<file path="config.mk">
export PLATFORM = sky130hd
export DESIGN_NAME = cfg_cardinfo_loader
export DESIGN_NICKNAME = d
export VERILOG_FILES = /design/src/rtl/cfg_cardinfo_loader.sv
export SDC_FILE = /design/constraint.sdc
export NUM_CORES = 1
export LEC_CHECK = 0
export BUFFER_PORTS_ARGS = -buffer_cell sky130_fd_sc_hd__clkbuf_2
export CAP_MARGIN = 20
export CORE_MARGIN = 3
export CORE_UTILIZATION = 45
export DETAILED_ROUTE_END_ITERATION = 10
export PLACE_DENSITY = 0.72
export SLEW_MARGIN = 10
export SYNTH_ARGS = -nofsm -noshare
export SYNTH_HDL_FRONTEND = slang
export SYNTH_SLANG_ARGS = --single-unit
</file>
<file path="constraint.sdc">
create_clock -name clock -period 2.4 [get_ports clock]
set_input_delay 0.12 -clock clock [delete_from_list [all_inputs] [get_ports clock]]
set_output_delay 0.12 -clock clock [all_outputs]
set_load 0.02 [all_outputs]
</file>
<file path="src/rtl/cfg_cardinfo_loader.sv">
// cfg_cardinfo_loader
//   After reset, fetches the 14-byte card-info record (magic, subsystem ID,
//   subsystem vendor ID, DSN, checksum) over a byte-wide request/ack read port.
//   The record is validated by magic byte and an 8-bit zero-sum checksum.
//   The result drives the card-specific read-only config fields. If the record
//   is corrupt, parameter defaults are driven instead. A timeout leaves the
//   current field values untouched.
//
// Ports
//   clock, reset_n                 clock, async active-low reset
//   reload                         one-cycle pulse, restarts the load (DONE only)
//   rd_req / rd_addr               byte read request (level) and byte address
//   rd_ack / rd_data               read complete, data valid in the ack cycle
//   ro_csh_subsystem_id            to f0/f1 subsystem ID field
//   ro_csh_subsystem_vendor_id     to f0/f1 subsystem vendor ID field
//   ro_dsn_serial_number           to f0 DSN field
//   cardinfo_ready                 fields are final
//   cardinfo_status                00 loading, 01 ok, 10 bad record, 11 timeout
`timescale 1ns/1ps
module cfg_cardinfo_loader #(
  parameter logic [15:0] BASE_ADDR      = 16'h0000,
  parameter int unsigned TIMEOUT_CYCLES = 1024,
  parameter logic [15:0] DEF_SUBSYS_ID  = 16'h0666,
  parameter logic [15:0] DEF_SUBSYS_VID = 16'h1014,
  parameter logic [63:0] DEF_DSN        = 64'hDEAD_DEAD_DEAD_DEAD
) (
  input  logic        clock,
  input  logic        reset_n,
  input  logic        reload,
  output logic        rd_req,
  output logic [15:0] rd_addr,
  input  logic        rd_ack,
  input  logic [7:0]  rd_data,
  output logic [15:0] ro_csh_subsystem_id,
  output logic [15:0] ro_csh_subsystem_vendor_id,
  output logic [63:0] ro_dsn_serial_number,
  output logic        cardinfo_ready,
  output logic [1:0]  cardinfo_status
);

  localparam logic [2:0]  S_IDLE  = 3'd0;
  localparam logic [2:0]  S_REQ   = 3'd1;
  localparam logic [2:0]  S_GAP   = 3'd2;
  localparam logic [2:0]  S_CHECK = 3'd3;
  localparam logic [2:0]  S_DONE  = 3'd4;

  localparam logic [15:0] WAIT_LIM = 16'(TIMEOUT_CYCLES - 1);
  localparam logic [3:0]  LAST_IDX = 4'd13;
  localparam logic [7:0]  MAGIC    = 8'hCA;

  logic [2:0]   state_q, state_d;
  logic [3:0]   idx_q, idx_d;
  logic [7:0]   sum_q, sum_d;
  logic [15:0]  wait_q, wait_d;
  // Bytes 0..12 shifted in MSB first: [103:96] magic, [95:80] subsys ID,
  // [79:64] vendor ID, [63:0] DSN. The checksum byte only feeds the sum.
  logic [103:0] shadow_q, shadow_d;
  logic [15:0]  sid_q, sid_d;
  logic [15:0]  vid_q, vid_d;
  logic [63:0]  dsn_q, dsn_d;
  logic [1:0]   status_q, status_d;

  always_comb begin
    state_d  = state_q;
    idx_d    = idx_q;
    sum_d    = sum_q;
    wait_d   = wait_q;
    shadow_d = shadow_q;
    sid_d    = sid_q;
    vid_d    = vid_q;
    dsn_d    = dsn_q;
    status_d = status_q;
    case (state_q)
      S_IDLE: begin
        state_d = S_REQ;
        idx_d   = 4'd0;
        sum_d   = 8'd0;
        wait_d  = 16'd0;
      end
      S_REQ: begin
        // An ack wins over a timeout that expires in the same cycle.
        if (rd_ack) begin
          if (idx_q != LAST_IDX) shadow_d = {shadow_q[95:0], rd_data};
          sum_d   = sum_q + rd_data;
          wait_d  = 16'd0;
          state_d = S_GAP;
        end else if (wait_q == WAIT_LIM) begin
          status_d = 2'b11;
          state_d  = S_DONE;
        end else if (wait_q != 16'hFFFF) begin
          wait_d = wait_q + 16'd1;
        end
      end
      S_GAP: begin
        if (idx_q == LAST_IDX) begin
          state_d = S_CHECK;
        end else begin
          idx_d   = idx_q + 4'd1;
          state_d = S_REQ;
        end
      end
      S_CHECK: begin
        if (shadow_q[103:96] == MAGIC && sum_q == 8'd0) begin
          sid_d    = shadow_q[95:80];
          vid_d    = shadow_q[79:64];
          dsn_d    = shadow_q[63:0];
          status_d = 2'b01;
        end else begin
          sid_d    = DEF_SUBSYS_ID;
          vid_d    = DEF_SUBSYS_VID;
          dsn_d    = DEF_DSN;
          status_d = 2'b10;
        end
        state_d = S_DONE;
      end
      S_DONE: begin
        if (reload) begin
          status_d = 2'b00;
          idx_d    = 4'd0;
          sum_d    = 8'd0;
          wait_d   = 16'd0;
          state_d  = S_IDLE;
        end
      end
      default: state_d = S_IDLE;
    endcase
  end

  always_ff @(posedge clock or negedge reset_n) begin
    if (!reset_n) begin
      state_q  <= S_IDLE;
      idx_q    <= 4'd0;
      sum_q    <= 8'd0;
      wait_q   <= 16'd0;
      shadow_q <= '0;
      sid_q    <= DEF_SUBSYS_ID;
      vid_q    <= DEF_SUBSYS_VID;
      dsn_q    <= DEF_DSN;
      status_q <= 2'b00;
    end else begin
      state_q  <= state_d;
      idx_q    <= idx_d;
      sum_q    <= sum_d;
      wait_q   <= wait_d;
      shadow_q <= shadow_d;
      sid_q    <= sid_d;
      vid_q    <= vid_d;
      dsn_q    <= dsn_d;
      status_q <= status_d;
    end
  end

  assign rd_req                     = (state_q == S_REQ);
  assign rd_addr                    = BASE_ADDR + {12'd0, idx_q};
  assign cardinfo_ready             = (state_q == S_DONE);
  assign cardinfo_status            = status_q;
  assign ro_csh_subsystem_id        = sid_q;
  assign ro_csh_subsystem_vendor_id = vid_q;
  assign ro_dsn_serial_number       = dsn_q;

endmodule

</file>
Word-level counts from Yosys, hierarchy flattened
Cells that the tools add are included. Widths: inputs -> output; s select.

Bits in registers: 233. Latch bits: 0. RAM bits: 0. ROM bits: 0. Input bits: 12. Output and inout port bits: 116. Logic and storage cells: 65. Memories kept: 0.

$add $sub $neg: 3. Multipliers: 0. Div/mod/pow operators: 0. Order comparisons: 0. Equal/unequal tests: 17. Shift-type cells: 0. Multiplexer cells: 24. Bitwise gates (word level): 0. Reduce and logical (&&, ||, !) cells: 12.

Operator list (number): $mux 16 (6); $mux 64 (1); $pmux 16 s3 (1); $pmux 8 s3 (1); $add 16x1->16 const B (1); $eq 16x10->1 const B (1); $mux 8 (2); $ne 16x16->1 const B (1); $pmux 3 s5 (1); $pmux 4 s3 (1); $mux 2 (5); $mux 3 (3); $reduce_and 3->1 (3); $reduce_bool 3->1 (3); $add 8x8->8 (1); $eq 8x8->1 const B (1); $logic_not 8->1 (1); $mux 4 (2); $reduce_and 4->1 (2); $eq 3x2->1 const B (2); $ne 2x2->1 const B (3); $ne 3x1->1 const B (2); $pmux 2 s3 (1); $add 4x1->4 const B (1); other kinds (9) (10).

Logic depth before layout (Yosys ltp)
Gate-level depths: netlist (run 1).

Depth after elaboration: 5. Mapped depth: 8. Mapped depth without buffers: 7.

Least setup slack after synthesis (run 1)
Ideal clock, no wire load.

Path type: register -> register. From: reg idx_q[0]. To: reg shadow_q[10]. Library setup time: 0.128 ns. Data arrival time: 1.865 ns. Required time: 2.272 ns. Setup slack: 0.407 ns. Stages on the path, launching flop included: 8. Buffers on the path: 3. Period minus slack after synthesis: 1.993 ns. Cell sequence: dfrtp_1 > ha_1 > and3_1 > nand2b_1 > clkbuf_1 > buf_2 > buf_2 > mux2_1.

Longest elaborated chain between the ends: 2.

RTL lines: from (decl) (RTL line 52) `logic [3:0] idx_q, idx_d;`; from (signal assigned) (RTL line 142) `idx_q <= idx_d;`; $ne 4x4->1 (RTL line 83) `if (idx_q != LAST_IDX) shadow_d = {shadow_q[95:0], rd_data};`; $reduce_and 3->1 (no source line); to (signal assigned) (RTL line 145) `shadow_q <= shadow_d;`; to (decl) (RTL line 57) `logic [103:0] shadow_q, shadow_d;`.

No other way between the ends. A chain may end at the register's enable or synchronous reset.

Worst setup path after layout (run 1)
From: reg sum_q[1]. To: reg dsn_q[27], in the netlist ro_dsn_serial_number[27].

Longest elaborated chain between the ends: 3.

RTL lines: from (decl) (RTL line 53) `logic [7:0] sum_q, sum_d;`; from (signal assigned) (RTL line 143) `sum_q <= sum_d;`; $logic_not 8->1 (RTL line 103) `if (shadow_q[103:96] == MAGIC && sum_q == 8'd0) begin`; $logic_and 1x1->1 (RTL line 103); $mux 64 (RTL line 103); to (signal assigned) (RTL line 148) `dsn_q <= dsn_d;`; to (decl) (RTL line 60) `logic [63:0] dsn_q, dsn_d;`.

No other way between the ends.

==> run metrics, run 1 <==
Fin Setup TNS=0 ps; CTS Buffer Depth=3; Synth Warn #=0; pre-CTS setup slack=211 ps; Synth top area share=47.6%; VDD IR max=0.531 mV; Avg Inst Size Synth=14.0 sq um; crit-path max FO=54; share of cells above drive strength 1=34.4%; Sink Count=233; total number of vias=5987; die height=151 microns; # hold bufs at CTS=11; row count=52; EDFF count, synth=0; post-DR wirelength/cell=18.2 microns; sequential area share after synthesis=62.3%; synth top area cells=dfrtp_1 (48%), dfstp_2 (15%), mux2_1 (7.1%); worst-margin pin slew=868 ps; GRT busiest layer=met2; CTS resizes=0; area grow syn2layout=19.6%; final worst slack=191 ps; largest net degree at the start of global routing=92; Seq. cell area=5900 sq um; most common cell after layout, fill and taps aside=dfrtp_1; initial antenna violation count=0; grt met2 use=27.3%; Post-Synthesis Cells=676; RSZ-0062 raised after global routing=false; vias per cell=5.47; period utilization=92.0%; f_max=0.453 GHz; core area=20400 sq um; max-cap viol count=0; Yosys cell types=55; CTS clk-pin slew, worst paths=60 ps; GRT met3 Usage=2.93%; pins over their slew limit=0; FFs w/ async S/R, synth=100%; drt pass-1 iters=5; Port Buf Inserts=115; H-Tree Depth=1; Max stage delay cell, worst path=or4_4; Max-slew headroom=42.1%; minimum clock period=2210 ps; Initial DRC Count=371; area leader, netlist=dfrtp_1; diodes inserted=0; CP max stage delay=860 ps; status=finished, final reports clean; Worst Hold Class=in2async; P per Cell Area=1160 nW/um^2; critical-path cell list=nor4b_1 > nand4_1 > or4_4 > o22a_1; Net count, final=829; #FFs+latches synth=233; # DRC=0; Final setup viols=0; die footprint=22800 sq um; GRT overflow=0; Setup CP Type=reg2reg; first-pass GRT wire length=32.1 mm; CTS tree=built; number of setup buffers added after CTS=0; drt total wl=19.9 mm; area of the multi-input gates=3290 sq um; Root Buffer=clkbuf_16; clock latency on the worst-skew pair=520 ps; clk_skew=14.4 ps; Top Ports=128; Initial Util=46.4%; Antenna Nets Post-Route=0; Arrival @ worst endpoint=2640 ps; number of global-route vias before repair=5903; hpwl dp=13.4 mm; Worst setup EP type=flip-flop; Lkg Pwr=5.22 nW; Die X=151 microns; most frequent cells in the layout=dfrtp_1 (180), clkbuf_2 (114), mux2_1 (60); Mapped Area=9470 sq um; Top FF cell, synth=dfrtp_1; CTS Buf Count=25; Layout fillers=1654; met1 GRT Util=25.5%; gr usage total=17.6%; CP startpoint kind=flip-flop; final hold violations=0; GPL Wtd Cong=0.828; Crit path required time=2830 ps
## path summary, 6_finish.rpt
path | end | cells past startpoint | slack [ps] | startpoint
max in group asynchronous | ro_csh_subsystem_id[2] | 3 | 1400 | reset_n
setup / recovery | ro_dsn_serial_number[27] | 4 | 190 | sum_q[1]
min in group clock | shadow_q[7] | 3 | 420 | rd_data[7]
hold / removal | ro_csh_subsystem_id[4] | 2 | 220 | reset_n
hold reg to reg | ro_csh_subsystem_vendor_id[3] | 1 | 500 | ro_csh_subsystem_vendor_id[3]
setup reg to reg | ro_dsn_serial_number[27] | 4 | 190 | sum_q[1]
## state kept, by name (all words and copies together) (netlist names)
signal,cells
ro_dsn_serial_number,64
cardinfo_status,2
idx_q,4
sum_q,8
state_q,3
ro_csh_subsystem_id,16
ro_csh_subsystem_vendor_id,16
shadow_q,104
wait_q,16
## worst max-delay path, delay by kind of cell, from the launching register on
family | cells | cell delay, ps
simple gates | 3 | 1340
flops | 1 | 430
compound gates | 1 | 300
## stage by stage
| step | std cells | power (mW) | util, % | hold WS (ps) | area (sq um) |
|---|---|---|---|---|---|
| 2_1_floorplan | 687 | 8.13 | - | -176 | 9510 |
| 3_3_place_gp | 1038 | 9.12 | 50.7 | 183 | 10400 |
| 3_5_place_dp | 1038 | 9.25 | 50.7 | 183 | 10400 |
| 4_1_cts | 1095 | 13.2 | 55.5 | 238 | 11300 |
| 5_1_grt | 1095 | 13.8 | 55.5 | 268 | 11300 |
| 6_report | 1095 | 13.1 | 55.5 | 221 | 11300 |
## synthesized netlist by cell type, types with 4 or more instances
| master | number |
|---|---|
| buf_2 | 15 |
| ha_1 | 10 |
| nand2_1 | 27 |
| o22a_1 | 53 |
| nor4_1 | 5 |
| mux2_2 | 45 |
| nor2_1 | 13 |
| a22o_1 | 49 |
| nor3_1 | 8 |
| buf_6 | 6 |
| inv_1 | 6 |
| dfstp_2 | 53 |
| or4_1 | 4 |
| mux2i_1 | 7 |
| a21oi_1 | 11 |
| buf_1 | 5 |
| dfrtp_1 | 180 |
| nand4_1 | 6 |
| o211ai_1 | 5 |
| nand3_1 | 8 |
| nand2b_1 | 9 |
| a21o_1 | 4 |
| o21ai_0 | 14 |
| mux2_1 | 60 |
| clkbuf_1 | 15 |
| buf_4 | 12 |
| xor2_1 | 5 |
## cells by family after synthesis
family,share of synthesized area [%]
simple gates,6.08
fa+ha+maj,1.53
xor+xnor,0.740
compound gates,12.6
buf+inv,3.49
flops,62.3
mux,13.2
other cells,0.0396
## cell type report
class | count | area share (%)
Multi-Input combinational cell | 395 | 29.1
Tap cell | 270 | 2.98
Sequential cell | 233 | 52.0
Clock buffer | 32 | 6.11
Inverter | 6 | 0.199
Timing Repair Buffer | 145 | 8.17
Clock inverter | 14 | 1.42
## layer usage
metal | wire, microns | vias up
met4 | 578 | 0
met1 | 9060 | 3049
met5 | 0 | -
met3 | 935 | 39
met2 | 9330 | 145
li1 | - | 2754
## where the power goes
part           total, mW  switching, mW  internal [mW]
combinational       3.17           1.63           1.54
clock               3.91           1.54           2.37
sequential          6.01          0.922           5.09
total               13.1           4.10           8.99
No activity file was read; power rests on OpenSTA's default activity.
==> run 2: changes to the inputs <==
==> constraint.sdc (replaced) <==
create_clock -name clock -period 2.1 [get_ports clock]
set_input_delay 0.105 -clock clock [delete_from_list [all_inputs] [get_ports clock]]
set_output_delay 0.105 -clock clock [all_outputs]
set_load 0.02 [all_outputs]
==> run 2 against run 1 <==
- non-clock buffer count up 10
- worst setup slack worse by 120 ps
- highest routed layer unchanged
- combinational power up 18%
- via count up 0.97%
- global-route usage up 0.58 points
- worst hold slack worse by 38 ps
- routed wire length up 2.4%
- sequential power up 13%
- cell count up 0.73%
- critical endpoint is now ro_dsn_serial_number[41]
- core utilization up 0.34 points
- design area up 0.61%
==> run metrics, run 2 (synthesis results as in run 1) <==
status=finished, final reports clean; Int Power=10.1 mW (+13%); Crit path required time=2530 ps (-300 ps); drt pass-1 iters=4 (-1); core area=20400 sq um (unchanged); # DRC=0 (unchanged); most frequent cells in the layout=dfrtp_1 (180), clkbuf_2 (114), mux2_1 (60); GPL Wtd Cong=0.853 (+3.0%); CTS Buf Count=24 (-4.0%); worst-case reg-to-reg path depth=4 (unchanged); CP startpoint kind=flip-flop; largest net degree at the start of global routing=72 (-22%); H-Tree Depth=1 (unchanged); Worst Hold Class=in2async; f_max=0.494 GHz (+9.1%); crit-path max FO=33 (-39%); hpwl dp=13.5 mm (+0.81%); CTS Buffer Depth=3 (unchanged); CTS clk-pin slew, worst paths=60 ps (about the same); Initial Util=46.4% (unchanged); critical-path cell list=or4_4 > or4_4 > buf_12 > o22a_1; most common cell after layout, fill and taps aside=dfrtp_1; most common cell type on the critical path=or4_4; row count=52 (unchanged); Gate power share=25.4% (+1.2 points); die height=151 microns (unchanged); Sink Count=233 (unchanged); clock latency on the worst-skew pair=510 ps (about the same); area grow syn2layout=20.4%; Root Buffer=clkbuf_16; Layout fillers=1692 (+2.3%); period utilization=96.4% (+4.3 points); pins over their slew limit=0 (unchanged); Arrival @ worst endpoint=2460 ps (-180 ps); post-layout util=55.8% (+0.34 points); minimum clock period=2020 ps (-185 ps); grt met2 use=28.8% (+1.6 points); crit path launch=sum_q[5]; Worst setup EP type=flip-flop; post-DR wirelength/cell=18.5 microns (+1.7%); Port Buf Inserts=115 (unchanged); Final setup viols=0 (unchanged); Seq. cell area=5900 sq um (unchanged); Die X=151 microns (unchanged); clk_skew=9.49 ps (-4.94 ps); Fin Setup TNS=0 ps (unchanged); Max-slew headroom=54.5% (+12 points); GRT busiest layer=met2; die footprint=22800 sq um (unchanged); Initial DRC Count=341 (-8.1%); Lkg Pwr=5.25 nW (+0.56%); switching power=4.64 mW (+13%); CP max stage delay=580 ps (-280 ps); number of global-route vias before repair=6063 (+2.7%); FF-to-FF Start=sum_q[5]; r2r setup slk=80 ps (-120 ps); worst-margin pin slew=682 ps (-186 ps); sw frac=31.4% (+0.13 points); sequential share of power=46.2% (+0.3 points); gr usage total=18.1% (+0.58 points); CTS tree=built; met1 GRT Util=26.6% (+1.1 points); GRT overflow=0 (unchanged); first-pass GRT wire length=33.3 mm (+3.9%); GRT met3 Usage=2.78% (-0.15 points); max reg flops=104 (unchanged); Net count, final=838 (+1.1%); max-cap viol count=0 (unchanged); RSZ-0062 raised after global routing=false; P per Cell Area=1300 nW/um^2 (+12%); Max stage delay cell, worst path=or4_4; Biggest register=shadow_q; share of cells above drive strength 1=34.6% (+0.15 points); initial antenna violation count=0 (unchanged); worst setup path end=ro_dsn_serial_number[41]; clock share of power=28.4% (-1.4 points); Antenna Nets Post-Route=0 (unchanged); total number of vias=6045 (+0.97%); R2R Path End=ro_dsn_serial_number[41]; Setup CP Type=reg2reg; drt total wl=20.4 mm (+2.4%); vias per cell=5.48 (+0.24%); Top Ports=128 (unchanged); diodes inserted=0 (unchanged); final hold violations=0 (unchanged); VDD IR max=0.626 mV (+18%); area of the multi-input gates=3300 sq um (+0.30%)
## run 2: changes by cell type in the layout (fill, tap and decap cells not counted), sizes merged
| cell | delta |
|---|---|
| buf | +10 |
| bufinv | -2 |
| clkbuf | +7 |
| clkinv | -7 |
## run 2: area by class of cell
class	instances	area share, %
clock inverter	5	0.516
tap	270	2.96
timing repair buffer	155	9.22
clock buffer	39	6.39
inverter	6	0.198
sequential	233	51.7
multi-input combinational	395	29.0
## run 2: per-layer routing
layer | part of all wire [%] | vias up
met3 | 4.4 | 29
met5 | 0 | -
met4 | 2.1 | 0
li1 | - | 2754
met2 | 48 | 152
met1 | 46 | 3110
## run 2: critical path, delay by kind of cell (launching register included)
kind,cells,cell delay [ps]
AND/OR/NAND/NOR,2,1130
flip-flops,1,400
buffers and inverters,1,200
AO/OA/AOI/OAI,1,200
## run 2: per-stage QoR
step | hold WS (ps) | total power [mW] | instances | area (sq um) | setup slack, ps
after detailed placement | 123 | 10.7 | 1047 | 10500 | 24.0
after global routing | 202 | 15.7 | 1103 | 11400 | 21.0
final | 183 | 14.8 | 1103 | 11400 | 76.1
after floorplan | -191 | 9.29 | 687 | 9510 | 107
after CTS | 180 | 14.9 | 1102 | 11400 | 2.10
after global placement | 126 | 10.5 | 1047 | 10500 | 145
## run 2: how the worst min path moves through the flow
stage	end	cells after the start	startpoint
6_report	ro_csh_subsystem_id[12]	2	reset_n
5_1_grt	ro_csh_subsystem_id[12]	2	reset_n
4_1_cts	ro_csh_subsystem_id[12]	2	reset_n
3_5_place_dp	ro_csh_subsystem_id[12]	1	reset_n
3_3_place_gp	ro_csh_subsystem_id[12]	1	reset_n
2_1_floorplan	cardinfo_status[0]	0	reset_n
## run 2: what timing repair did
action                                  CTS  global route
gates resized for setup                   0             2
hold buffers                             11             0
buffers inserted                          0             1
endpoints found under the setup margin    0            96
endpoints found under the hold margin    77             0
## run 2: power groups by stage
| stage | Sequential (mW) | Combinational, mW | Clock (mW) |
|---|---|---|---|
| floorplan | 6.68 | 2.61 | 0 |
| finish | 6.82 | 3.75 | 4.20 |
| global placement | 6.86 | 3.64 | 0 |
| CTS | 6.83 | 3.81 | 4.30 |
| global route | 7.01 | 4.15 | 4.49 |
| detailed placement | 6.90 | 3.76 | 0 |
